==> src/rtl/smart_room_pkg.sv <==
// Shared types and default constants for the room ventilation blocks.
package smart_room_pkg;

   typedef enum logic [2:0] {
      OFF       = 3'd0,
      RAMP_UP   = 3'd1,
      RUN       = 3'd2,
      RAMP_DOWN = 3'd3,
      COOLDOWN  = 3'd4,
      FAULT     = 3'd5
   } fan_state_t;

   localparam int FAN_PWM_BITS        = 8;
   localparam int FAN_RAMP_STEP       = 32;
   localparam int FAN_RAMP_PERIODS    = 1;
   localparam int FAN_MIN_ON_PERIODS  = 16;
   localparam int FAN_MIN_OFF_PERIODS = 8;
   localparam int FAN_STALL_PERIODS   = 4;

   // Width needed to hold 0..max_val, never narrower than one bit.
   function automatic int cnt_width(input int max_val);
      return (max_val < 2) ? 1 : $clog2(max_val + 1);
   endfunction

endpackage

==> src/rtl/fan_pwm_gen.sv <==
// Free-running PWM counter, period-boundary pulse and registered comparator.
// pb is high for the single cycle where the counter sits at its maximum.
module fan_pwm_gen
   import smart_room_pkg::*;
#(
   parameter int PWM_BITS = FAN_PWM_BITS
) (
   input  logic                clk,
   input  logic                rst,
   input  logic [PWM_BITS-1:0] duty,
   output logic                pb,
   output logic                fan_pwm
);

   localparam logic [PWM_BITS-1:0] DUTY_MAX = '1;
   localparam logic [PWM_BITS-1:0] CNT_ONE  = 1;

   logic [PWM_BITS-1:0] pwm_cnt;

   assign pb = (pwm_cnt == DUTY_MAX);

   // Counter wraps naturally; output is the registered compare so the pin is glitch-free.
   always_ff @(posedge clk or negedge rst) begin
      if (!rst) begin
         pwm_cnt <= '0;
         fan_pwm <= 1'b0;
      end else begin
         pwm_cnt <= pwm_cnt + CNT_ONE;
         fan_pwm <= (pwm_cnt < duty);
      end
   end

endmodule

==> src/rtl/fan_drive_ctrl.sv <==
// Fan motor drive: soft-start/soft-stop PWM with minimum on/off times.
// Optional stall detection from the tachometer is built when the macro
// FAN_STALL_DETECT_EN is defined; otherwise tach_pulse is ignored and stall is 0.
//
// state     | meaning
// ----------+-----------------------------------------------------------
// OFF       | motor idle, duty 0, waiting for vent_req
// RAMP_UP   | duty rises by RAMP_STEP every RAMP_PERIODS periods
// RUN       | full duty, waiting for a stop request
// RAMP_DOWN | duty falls by RAMP_STEP every RAMP_PERIODS periods
// COOLDOWN  | duty 0, requests ignored for MIN_OFF_PERIODS periods
// FAULT     | stalled motor, duty 0, stall flag high until request drops
module fan_drive_ctrl
   import smart_room_pkg::*;
#(
   parameter int PWM_BITS        = FAN_PWM_BITS,
   parameter int RAMP_STEP       = FAN_RAMP_STEP,
   parameter int RAMP_PERIODS    = FAN_RAMP_PERIODS,
   parameter int MIN_ON_PERIODS  = FAN_MIN_ON_PERIODS,
   parameter int MIN_OFF_PERIODS = FAN_MIN_OFF_PERIODS,
   parameter int STALL_PERIODS   = FAN_STALL_PERIODS
) (
   input  logic                clk,
   input  logic                rst,
   input  logic                vent_req,
   input  logic                tach_pulse,
   output logic                fan_pwm,
   output logic [PWM_BITS-1:0] duty,
   output logic                fan_on,
   output logic                stall
);

   localparam int ON_W    = cnt_width(MIN_ON_PERIODS);
   localparam int OFF_W   = cnt_width(MIN_OFF_PERIODS);
   localparam int RAMP_W  = cnt_width(RAMP_PERIODS);

   localparam logic [PWM_BITS-1:0] DUTY_MAX  = '1;
   localparam logic [PWM_BITS:0]   STEP_W    = RAMP_STEP[PWM_BITS:0];
   localparam logic [ON_W-1:0]     ON_MIN    = ON_W'(MIN_ON_PERIODS);
   localparam logic [ON_W-1:0]     ON_ONE    = 1;
   localparam logic [OFF_W-1:0]    OFF_LOAD  = OFF_W'(MIN_OFF_PERIODS);
   localparam logic [OFF_W-1:0]    OFF_ONE   = 1;
   localparam logic [RAMP_W-1:0]   RAMP_LOAD = RAMP_W'(RAMP_PERIODS - 1);
   localparam logic [RAMP_W-1:0]   RAMP_ONE  = 1;

   fan_state_t          state;
   fan_state_t          state_nxt;
   logic [PWM_BITS-1:0] duty_nxt;
   logic [PWM_BITS:0]   duty_sum;
   logic [PWM_BITS-1:0] duty_up;
   logic [PWM_BITS-1:0] duty_dn;
   logic [ON_W-1:0]     on_cnt;
   logic [OFF_W-1:0]    off_cnt;
   logic [RAMP_W-1:0]   ramp_cnt;
   logic                pb;
   logic                step_due;
   logic                stop_ok;
   logic                stall_hit;

   fan_pwm_gen #(
      .PWM_BITS (PWM_BITS)
   ) u_pwm (
      .clk     (clk),
      .rst     (rst),
      .duty    (duty),
      .pb      (pb),
      .fan_pwm (fan_pwm)
   );

`ifdef FAN_STALL_DETECT_EN
   localparam int STALL_W = cnt_width(STALL_PERIODS);
   localparam logic [STALL_W-1:0] STALL_LOAD = STALL_W'(STALL_PERIODS);
   localparam logic [STALL_W-1:0] STALL_ONE  = 1;

   logic               tach_meta;
   logic               tach_sync;
   logic               tach_prev;
   logic               tach_edge;
   logic [STALL_W-1:0] stall_cnt;

   assign tach_edge = tach_sync & ~tach_prev;
   assign stall_hit = pb && !tach_edge && (stall_cnt <= STALL_ONE);
   assign stall     = (state == FAULT);

   // Two-flop synchronizer for the asynchronous tach, plus one flop for edge detection.
   always_ff @(posedge clk or negedge rst) begin
      if (!rst) begin
         tach_meta <= 1'b0;
         tach_sync <= 1'b0;
         tach_prev <= 1'b0;
      end else begin
         tach_meta <= tach_pulse;
         tach_sync <= tach_meta;
         tach_prev <= tach_sync;
      end
   end

   // Periods left in RUN before a missing tach counts as a stall.
   always_ff @(posedge clk or negedge rst) begin
      if (!rst) begin
         stall_cnt <= '0;
      end else if ((state_nxt == RUN && state != RUN) || tach_edge) begin
         stall_cnt <= STALL_LOAD;
      end else if (pb && state == RUN && stall_cnt != '0) begin
         stall_cnt <= stall_cnt - STALL_ONE;
      end
   end
`else
   logic unused_tach;

   assign unused_tach = tach_pulse ^ (STALL_PERIODS > 0);
   assign stall_hit   = 1'b0;
   assign stall       = 1'b0;
`endif

   // Saturating arithmetic at one extra bit so an overshoot clamps to full duty.
   assign duty_sum = {1'b0, duty} + STEP_W;
   assign duty_up  = (duty_sum > {1'b0, DUTY_MAX}) ? DUTY_MAX : duty_sum[PWM_BITS-1:0];
   assign duty_dn  = ({1'b0, duty} <= STEP_W) ? '0 : (duty - STEP_W[PWM_BITS-1:0]);

   assign step_due = pb && (ramp_cnt == '0);
   assign stop_ok  = !vent_req && (on_cnt >= ON_MIN);
   assign fan_on   = (state == RAMP_UP) || (state == RUN) || (state == RAMP_DOWN);

   // Next state and next duty; a state change always wins over a duty step in the same cycle.
   always_comb begin
      state_nxt = state;
      duty_nxt  = duty;
      case (state)
         OFF: begin
            duty_nxt = '0;
            if (vent_req) state_nxt = RAMP_UP;
         end
         RAMP_UP: begin
            if (stop_ok) begin
               state_nxt = RAMP_DOWN;
            end else if (step_due) begin
               duty_nxt = duty_up;
               if (duty_up == DUTY_MAX) state_nxt = RUN;
            end
         end
         RUN: begin
            duty_nxt = DUTY_MAX;
            if (stop_ok) begin
               state_nxt = RAMP_DOWN;
            end else if (stall_hit) begin
               state_nxt = FAULT;
               duty_nxt  = '0;
            end
         end
         RAMP_DOWN: begin
            if (vent_req) begin
               state_nxt = RAMP_UP;
            end else if (step_due) begin
               duty_nxt = duty_dn;
               if (duty_dn == '0) state_nxt = COOLDOWN;
            end
         end
         COOLDOWN: begin
            duty_nxt = '0;
            if (pb && off_cnt <= OFF_ONE) state_nxt = OFF;
         end
         FAULT: begin
            duty_nxt = '0;
            if (pb && !vent_req) state_nxt = COOLDOWN;
         end
         default: begin
            state_nxt = OFF;
            duty_nxt  = '0;
         end
      endcase
   end

   // State and applied duty registers.
   always_ff @(posedge clk or negedge rst) begin
      if (!rst) begin
         state <= OFF;
         duty  <= '0;
      end else begin
         state <= state_nxt;
         duty  <= duty_nxt;
      end
   end

   // Periods since leaving OFF; only needs to reach MIN_ON_PERIODS, so it stops there.
   always_ff @(posedge clk or negedge rst) begin
      if (!rst) begin
         on_cnt <= '0;
      end else if (state == OFF) begin
         on_cnt <= '0;
      end else if (pb && state != COOLDOWN && on_cnt < ON_MIN) begin
         on_cnt <= on_cnt + ON_ONE;
      end
   end

   // Periods remaining until the next ramp step; restarts on any state change.
   always_ff @(posedge clk or negedge rst) begin
      if (!rst) begin
         ramp_cnt <= '0;
      end else if (state_nxt != state || step_due) begin
         ramp_cnt <= RAMP_LOAD;
      end else if (pb && ramp_cnt != '0) begin
         ramp_cnt <= ramp_cnt - RAMP_ONE;
      end
   end

   // Periods remaining in COOLDOWN.
   always_ff @(posedge clk or negedge rst) begin
      if (!rst) begin
         off_cnt <= '0;
      end else if (state_nxt == COOLDOWN && state != COOLDOWN) begin
         off_cnt <= OFF_LOAD;
      end else if (pb && state == COOLDOWN && off_cnt != '0) begin
         off_cnt <= off_cnt - OFF_ONE;
      end
   end

endmodule

==> config.mk <==
export PLATFORM = sky130hd
export DESIGN_NAME = fan_drive_ctrl
export DESIGN_NICKNAME = d
export VERILOG_FILES = /design/src/rtl/smart_room_pkg.sv /design/src/rtl/fan_pwm_gen.sv /design/src/rtl/fan_drive_ctrl.sv
export SDC_FILE = /design/constraint.sdc
export NUM_CORES = 1
export LEC_CHECK = 0
export ABC_CLOCK_PERIOD_IN_PS = 2100
export BUFFER_PORTS_ARGS = -buffer_cell sky130_fd_sc_hd__buf_2
export CORE_ASPECT_RATIO = 1.75
export CORE_MARGIN = 2
export CORE_UTILIZATION = 54
export CTS_BUF_LIST = sky130_fd_sc_hd__clkbuf_16
export DETAILED_ROUTE_END_ITERATION = 12
export PLACE_DENSITY = 0.77
export RECOVER_POWER = 50
export SYNTH_ARGS = -nofsm -noshare
export SYNTH_HDL_FRONTEND = slang
export SYNTH_SLANG_ARGS = --single-unit
==> constraint.sdc <==
create_clock -name clk -period 2.1 [get_ports clk]
set_input_delay 0.105 -clock clk [delete_from_list [all_inputs] [get_ports clk]]
set_output_delay 0.105 -clock clk [all_outputs]
set_load 0.05 [all_outputs]
# Word level (Yosys, flattened, before mapping)
# Cells that the tools add are included.
[word_totals]
reg_bits = 30
elab_cells = 79
[classes]
addsub = 6
n_lt_le_gt_ge = 6
eq_ne = 14
mux = 24
bitwise_logic = 1
reduce_logical = 21
[ops]
columns = ["cell", "count"]
rows = [
  ["$mux W8", 6],
  ["$mux W3", 10],
  ["$pmux W8 S3", 1],
  ["$pmux W3 S6", 1],
  ["$eq A8 B8 Y1 const B", 2],
  ["$logic_and A1 B1 Y1", 10],
  ["$mux W5", 2],
  ["$add A8 B6 Y9 const B", 1],
  ["$eq A3 B3 Y1 const B", 3],
  ["$gt A9 B8 Y1 const B", 1],
  ["$add A8 B1 Y8 const B", 1],
  ["$le A8 B6 Y1 const B", 1],
  ["$logic_not A8 Y1", 1],
  ["$lt A8 B8 Y1", 1],
  ["$mux W4", 2],
  ["$ne A2 B2 Y1 const B", 4],
  ["$sub A8 B6 Y8 const B", 1],
  ["$eq A3 B2 Y1 const B", 2],
  ["$reduce_bool A2 Y1", 3],
  ["$add A5 B1 Y5 const B", 1],
  ["$ge A5 B5 Y1 const B", 1],
  ["$lt A5 B5 Y1 const B", 1],
  ["$le A4 B1 Y1 const B", 1],
  ["$reduce_and A4 Y1", 1],
  ["other kinds (11)", 14],
]

# Longest topological paths before layout
[depth]
depth_word = 11
mapped_depth = 8
ltp_nobuf = 8

# Cells and area by module
# From an unflattened synthesis, not the netlist that was laid out.
[unflattened]
hier_cells = 228
area_unflattened_um2 = 2060.7
[by_module_without_submodules]
columns = ["module", "n_inst", "cells_per_inst", "area_per_inst_um2"]
rows = [
  ["fan_drive_ctrl", 1, 175, 1540.2],
  ["fan_pwm_gen", 1, 53, 520.5],
]

# Least setup slack after synthesis
# No wires, ideal clock.
[synth_path]
kind = "register to register"
startpoint = "register duty[5]"
endpoint = "register off_cnt[3]"
setup_time_ps = 74
t_arrival_ps = 2525
setup_slack_ps = -499
stages_incl_launch_ff = 9
n_path_buf = 0
path_cell_list = "dfrtp_1 > inv_1 > ha_1 > nand2b_4 > a2111oi_2 > o21ai_1 > o21a_1 > or3_4 > o21ai_2"
[synth_between]
elab_chain_cells = 11
[synth_rtl]
columns = ["item", "line", "rtl"]
rows = [
  ["start, declared", "fan_drive_ctrl.sv:28", "output logic [PWM_BITS-1:0] duty,"],
  ["start signal, assigned", "fan_drive_ctrl.sv:181", "duty <= duty_nxt;"],
  ["$add A8 B6 Y9", "fan_drive_ctrl.sv:117", "assign duty_sum = {1'b0, duty} + STEP_W;"],
  ["$gt A9 B8 Y1", "fan_drive_ctrl.sv:118", "assign duty_up = (duty_sum > {1'b0, DUTY_MAX}) ? DUTY_MAX : duty_sum[PWM_BITS-1:0];"],
  ["$mux W8", "fan_drive_ctrl.sv:118", ""],
  ["$eq A8 B8 Y1", "fan_drive_ctrl.sv:139", "if (duty_up == DUTY_MAX) state_nxt = RUN;"],
  ["$mux W3", "fan_drive_ctrl.sv:139", ""],
  ["$mux W3", "fan_drive_ctrl.sv:137", "end else if (step_due) begin"],
  ["$mux W3", "fan_drive_ctrl.sv:135", "if (stop_ok) begin"],
  ["$pmux W3 S6 *", "fan_drive_ctrl.sv:129", "case (state)"],
  ["via state_nxt[0]", "fan_drive_ctrl.sv:47", "fan_state_t state_nxt;"],
  ["$eq A3 B3 Y1 *", "fan_drive_ctrl.sv:211", "end else if (state_nxt == COOLDOWN && state != COOLDOWN) begin"],
  ["$logic_and A1 B1 Y1 *", "fan_drive_ctrl.sv:211", ""],
  ["$mux W4 or $reduce_bool A2 Y1 (tied branches)", "--", ""],
  ["end signal, assigned", "fan_drive_ctrl.sv:214", "off_cnt <= off_cnt - OFF_ONE;"],
  ["end, declared", "fan_drive_ctrl.sv:53", "logic [OFF_W-1:0] off_cnt;"],
]
# The timed path passes the listed nets; every way through them passes the cells marked *.
# A chain may end at the register's enable or synchronous reset.

# Worst setup path in the final report
[layout_path]
startpoint = "register duty[6]"
endpoint = "register off_cnt[3]"
# Same word-level chain as after synthesis.

==> results.toml <==
[synthesis]
synth_area_um2 = 2000
net_count_synth = 239
ys_dominant_reg_cell = "sky130_fd_sc_hd__dfrtp_1"
synth_simple_gate_area_share_pct = 20.1
yosys.area_share.adder_pct = 9.38
postSynthRegisterBits = 30
netlist.area_leader.share_pct = 37.5
syn_area_per_cell_um2 = 9.10
netlist.top_cell.by_area = "sky130_fd_sc_hd__dfrtp_1"
main_combinational_cell_family_by_area_after_synthesis = "compound AO/OA/AOI/OAI gates"
synth.most_common_cell = "sky130_fd_sc_hd__dfrtp_1"
proportion_of_synthesized_chip_area_in_sequential_cells_pct = 37.5
netlist_top_cells_area = "sky130_fd_sc_hd__dfrtp_1, sky130_fd_sc_hd__ha_1, sky130_fd_sc_hd__nor2_1, sky130_fd_sc_hd__nand2_1, sky130_fd_sc_hd__xor2_1"
syn_inst = 220
synth-xor-area-share_pct = 6.12
synth_async_sr_flop_share_pct = 100
synth.mux.area_fraction_pct = 1.00
yosys-top-cells-count = "sky130_fd_sc_hd__dfrtp_1, sky130_fd_sc_hd__nor2_1, sky130_fd_sc_hd__nand2_1, sky130_fd_sc_hd__inv_1, sky130_fd_sc_hd__ha_1"
number_of_flops_mapped_to_enable_cells_by_yosys = 0
synth.yosys.warnings = 0
synthDistinctLibCells = 53
synth_compound_area_share_pct = 20.3

[clocking]
worstSkewPairLatency_ps = 270
cts_inserted_buffers = 5
cts_sinks = 30
tritoncts_clock_tree = "built"
htree_num_levels = 2
buffers_from_clock_root_to_sink_at_most = 2
clkSlewWorstSetupHoldPaths_ps = 50
clock-root-buffer = "sky130_fd_sc_hd__clkbuf_16"

[grt]
global_route.usage.total_pct = 24.6
globalRoute.totalOverflow = 0
grt_first_pass_wirelength_um = 7730
maximum_number_of_pins_on_one_net_before_global_route_repair = 31
antenna_found_initial = 0
grt_pass1_vias = 1720

[run_status]
result_of_the_run = "complete, no violations"

[placed_design]
gp_routability_congestion = 0.892
placed_instance_area_um2 = 2250
place_inst = 290
detailed_place_hpwl_um = 3520
io_buffer_count = 12

[pwr]
p_comb_share_pct = 10.3
reg_power_share_pct = 42.5
pwr_density_cell_nw_per_um2 = 579
switching_power_uw = 338
power_share_of_the_clock_group_pct = 47.2
power_switching_share_pct = 24.0
p_int_uw = 1070
worst_ir_drop_vdd_v = 0.000598
cellLeakagePower_uw = 0.00111

[min_path]
hold_end = "ramp_cnt$_DFFE_PN0P_"
hold_depth = 4
min-delay-path-class = "in2reg"
timing.hold.worst.start = "vent_req"

[critical_path]
cpPeakStageDelay_ps = 420
worstPathCellList = "inv_2 > ha_4 > nand2b_4 > a2111oi_4 > o21ai_2 > o21a_1 > or3_4 > o21ai_2"
worst_path_most_repeated_cell = "sky130_fd_sc_hd__o21ai_2"
crit_path_max_fanout = 7
timing.rr.end = "off_cnt[3]$_DFFE_PN0P_"
crit_path_start_kind = "flip-flop"
worst_r2r_path_depth = 8
worstPathArrival_ps = 2300
worstReg2RegStart = "duty[6]$_DFFE_PN0P_"
worst_ep_required_time_ps = 2300
critical_path_buf_inv_count = 1
worst_setup_path_end_kind = "flip-flop"
regToRegSetupSlack_ps = 5
critical_path.top_delay_family = "compound AO/OA/AOI/OAI gates"
critPathSlowestCell = "sky130_fd_sc_hd__dfrtp_2"
timing.setup.critical_path_class = "reg2reg"

[sta]
setup_repair_after_global_routing_missed_its_margin = "true"
hold_viol = 0
setup_violation_total_in_the_final_timing_report = 0
worst_slew_pin_slew_ps = 761
final.period_utilization_pct = 99.8
report.final.slew_viol_count = 0
fin_skew_ps = 5.61
period_minus_slack_ps = 2100
totalNegativeSetupSlack_ps = 0
maxClockFrequency_ghz = 0.477
max_slew_margin_pct = 49.3
fin_hold_ws_ps = 367

[detailed_routing]
dr.pass1.iters = 4
detail_route.vias_per_cell = 5.67
drt_iter0_markers = 61
detail_route.wirelength_um = 4600
detail_route.wl_per_cell_um = 15.3
drt.antenna.violating_nets = 0
drc_errors = 0
vias = 1701

[flow_run]
max_cap_violations = 0

[finish]
finalNonFillerCells = 300
layout.nets = 272
fill_cells = 301
finalCoreUtilization_pct = 67.6
drive_gt1_share_pct = 24.4
antenna_cells_inserted = 0
fin_area_um2 = 2430
area_growth_pct = 21.3

[floorplanning]
floorplan.rows = 29
floorplan.initialDensity_pct = 55.7
io_pins = 15
fp.coreArea_um2 = 3590
area_of_the_die_um2 = 4230
die_width_um = 50.0
fp.dieH_um = 84.5
## layer usage
| layer | GRT usage, % | vias to the layer above | share of wire (%) |
|---|---|---|---|
| li1 | - | 843 | - |
| met1 | 24.5 | 797 | 37 |
| met2 | 45.5 | 40 | 55 |
| met3 | 4.98 | 21 | 2.8 |
| met4 | 13.6 | 0 | 4.8 |
| met5 | 0 | - | 0 |
## registers in the layout, indices dropped and copies added (netlist names)
register,cells
state,3
ramp_cnt,1
off_cnt,4
u_pwm.pwm_cnt,8
on_cnt,5
u_pwm.fan_pwm,1
duty,8
## final cells by class
| cell class | count | area (µm²) | share of cell area [%] |
|---|---|---|---|
| Inverter | 16 | 62.6 | 2.58 |
| Timing Repair Buffer | 34 | 223 | 9.17 |
| Tap cell | 46 | 57.6 | 2.37 |
| Clock buffer | 5 | 125 | 5.15 |
| Clock inverter | 3 | 12.5 | 0.515 |
| Multi-Input combinational cell | 166 | 1190 | 49.0 |
| Sequential cell | 30 | 757 | 31.2 |
## how the worst max path moves through the flow
stage          cells past startpoint                  startpoint  slack (ps)                     end
2_1_floorplan                      8         duty[5]$_DFFE_PN0P_        -100  off_cnt[3]$_DFFE_PN0P_
3_3_place_gp                       6         duty[3]$_DFFE_PN0P_          30  off_cnt[0]$_DFFE_PN0P_
3_5_place_dp                       7  u_pwm.pwm_cnt[0]$_DFF_PN0_         0.5  off_cnt[0]$_DFFE_PN0P_
4_1_cts                            6         duty[3]$_DFFE_PN0P_         0.7  off_cnt[0]$_DFFE_PN0P_
5_1_grt                            8         duty[6]$_DFFE_PN0P_         -50  off_cnt[3]$_DFFE_PN0P_
6_report                           8         duty[6]$_DFFE_PN0P_           5  off_cnt[3]$_DFFE_PN0P_
## cells by family (layout without fill, tap and decap cells)
logic type,count (synthesis),in the layout
simple gates,79,79
compound gates,55,55
flops,30,30
buf+inv,24,58
fa+ha+maj,15,15
xor+xnor,14,14
mux,2,2
other cells,1,1
## cell usage in the layout, fill, tap and decap left out, drive strengths merged, types with 2 or more instances in the layout
cell type,n
o41ai,2
and3,2
nor2,26
nor3,8
o211ai,2
buf,30
xnor2,6
a22o,3
ha,15
o22ai,4
clkinv,2
a21boi,2
nand2,20
dfrtp,30
a2111oi,2
nand3,4
o31a,2
a21oi,6
nor2b,6
xor2,8
o21a,5
clkbuf,8
mux2i,2
inv,17
o31ai,2
a31oi,2
o21ai,14
nand4,3
nand2b,3
## worst reg2reg max path: stages (launching register included)
cell,delay (ps)
sky130_fd_sc_hd__dfrtp_2,420
sky130_fd_sc_hd__inv_2,80
sky130_fd_sc_hd__ha_4,290
sky130_fd_sc_hd__nand2b_4,70
sky130_fd_sc_hd__a2111oi_4,310
sky130_fd_sc_hd__o21ai_2,90
sky130_fd_sc_hd__o21a_1,240
sky130_fd_sc_hd__or3_4,410
sky130_fd_sc_hd__o21ai_2,110
## what timing repair did
action,in CTS,in global routing
setup endpoints to repair,3,5
hold endpoints to repair,30,0
hold buffers,1,0
pin swaps,1,1
resized for setup,1,5
setup buffers,0,1
## per-stage QoR
stage / total power [µW] / setup slack (ps)
2_1_floorplan: 704 / -104
3_3_place_gp: 746 / 32.9
3_5_place_dp: 749 / 0.465
4_1_cts: 1430 / 0.744
5_1_grt: 1470 / -51.8
6_report: 1410 / 4.53
## power by group through the flow
| stage | clock network (µW) | logic [µW] | registers [µW] |
|---|---|---|---|
| after floorplan | 0 | 69.8 | 634 |
| after global placement | 0 | 140 | 606 |
| after detailed placement | 0 | 142 | 607 |
| after CTS | 686 | 145 | 597 |
| after global routing | 714 | 157 | 599 |
| final | 664 | 144 | 598 |
(Power assumes the default switching activity.)
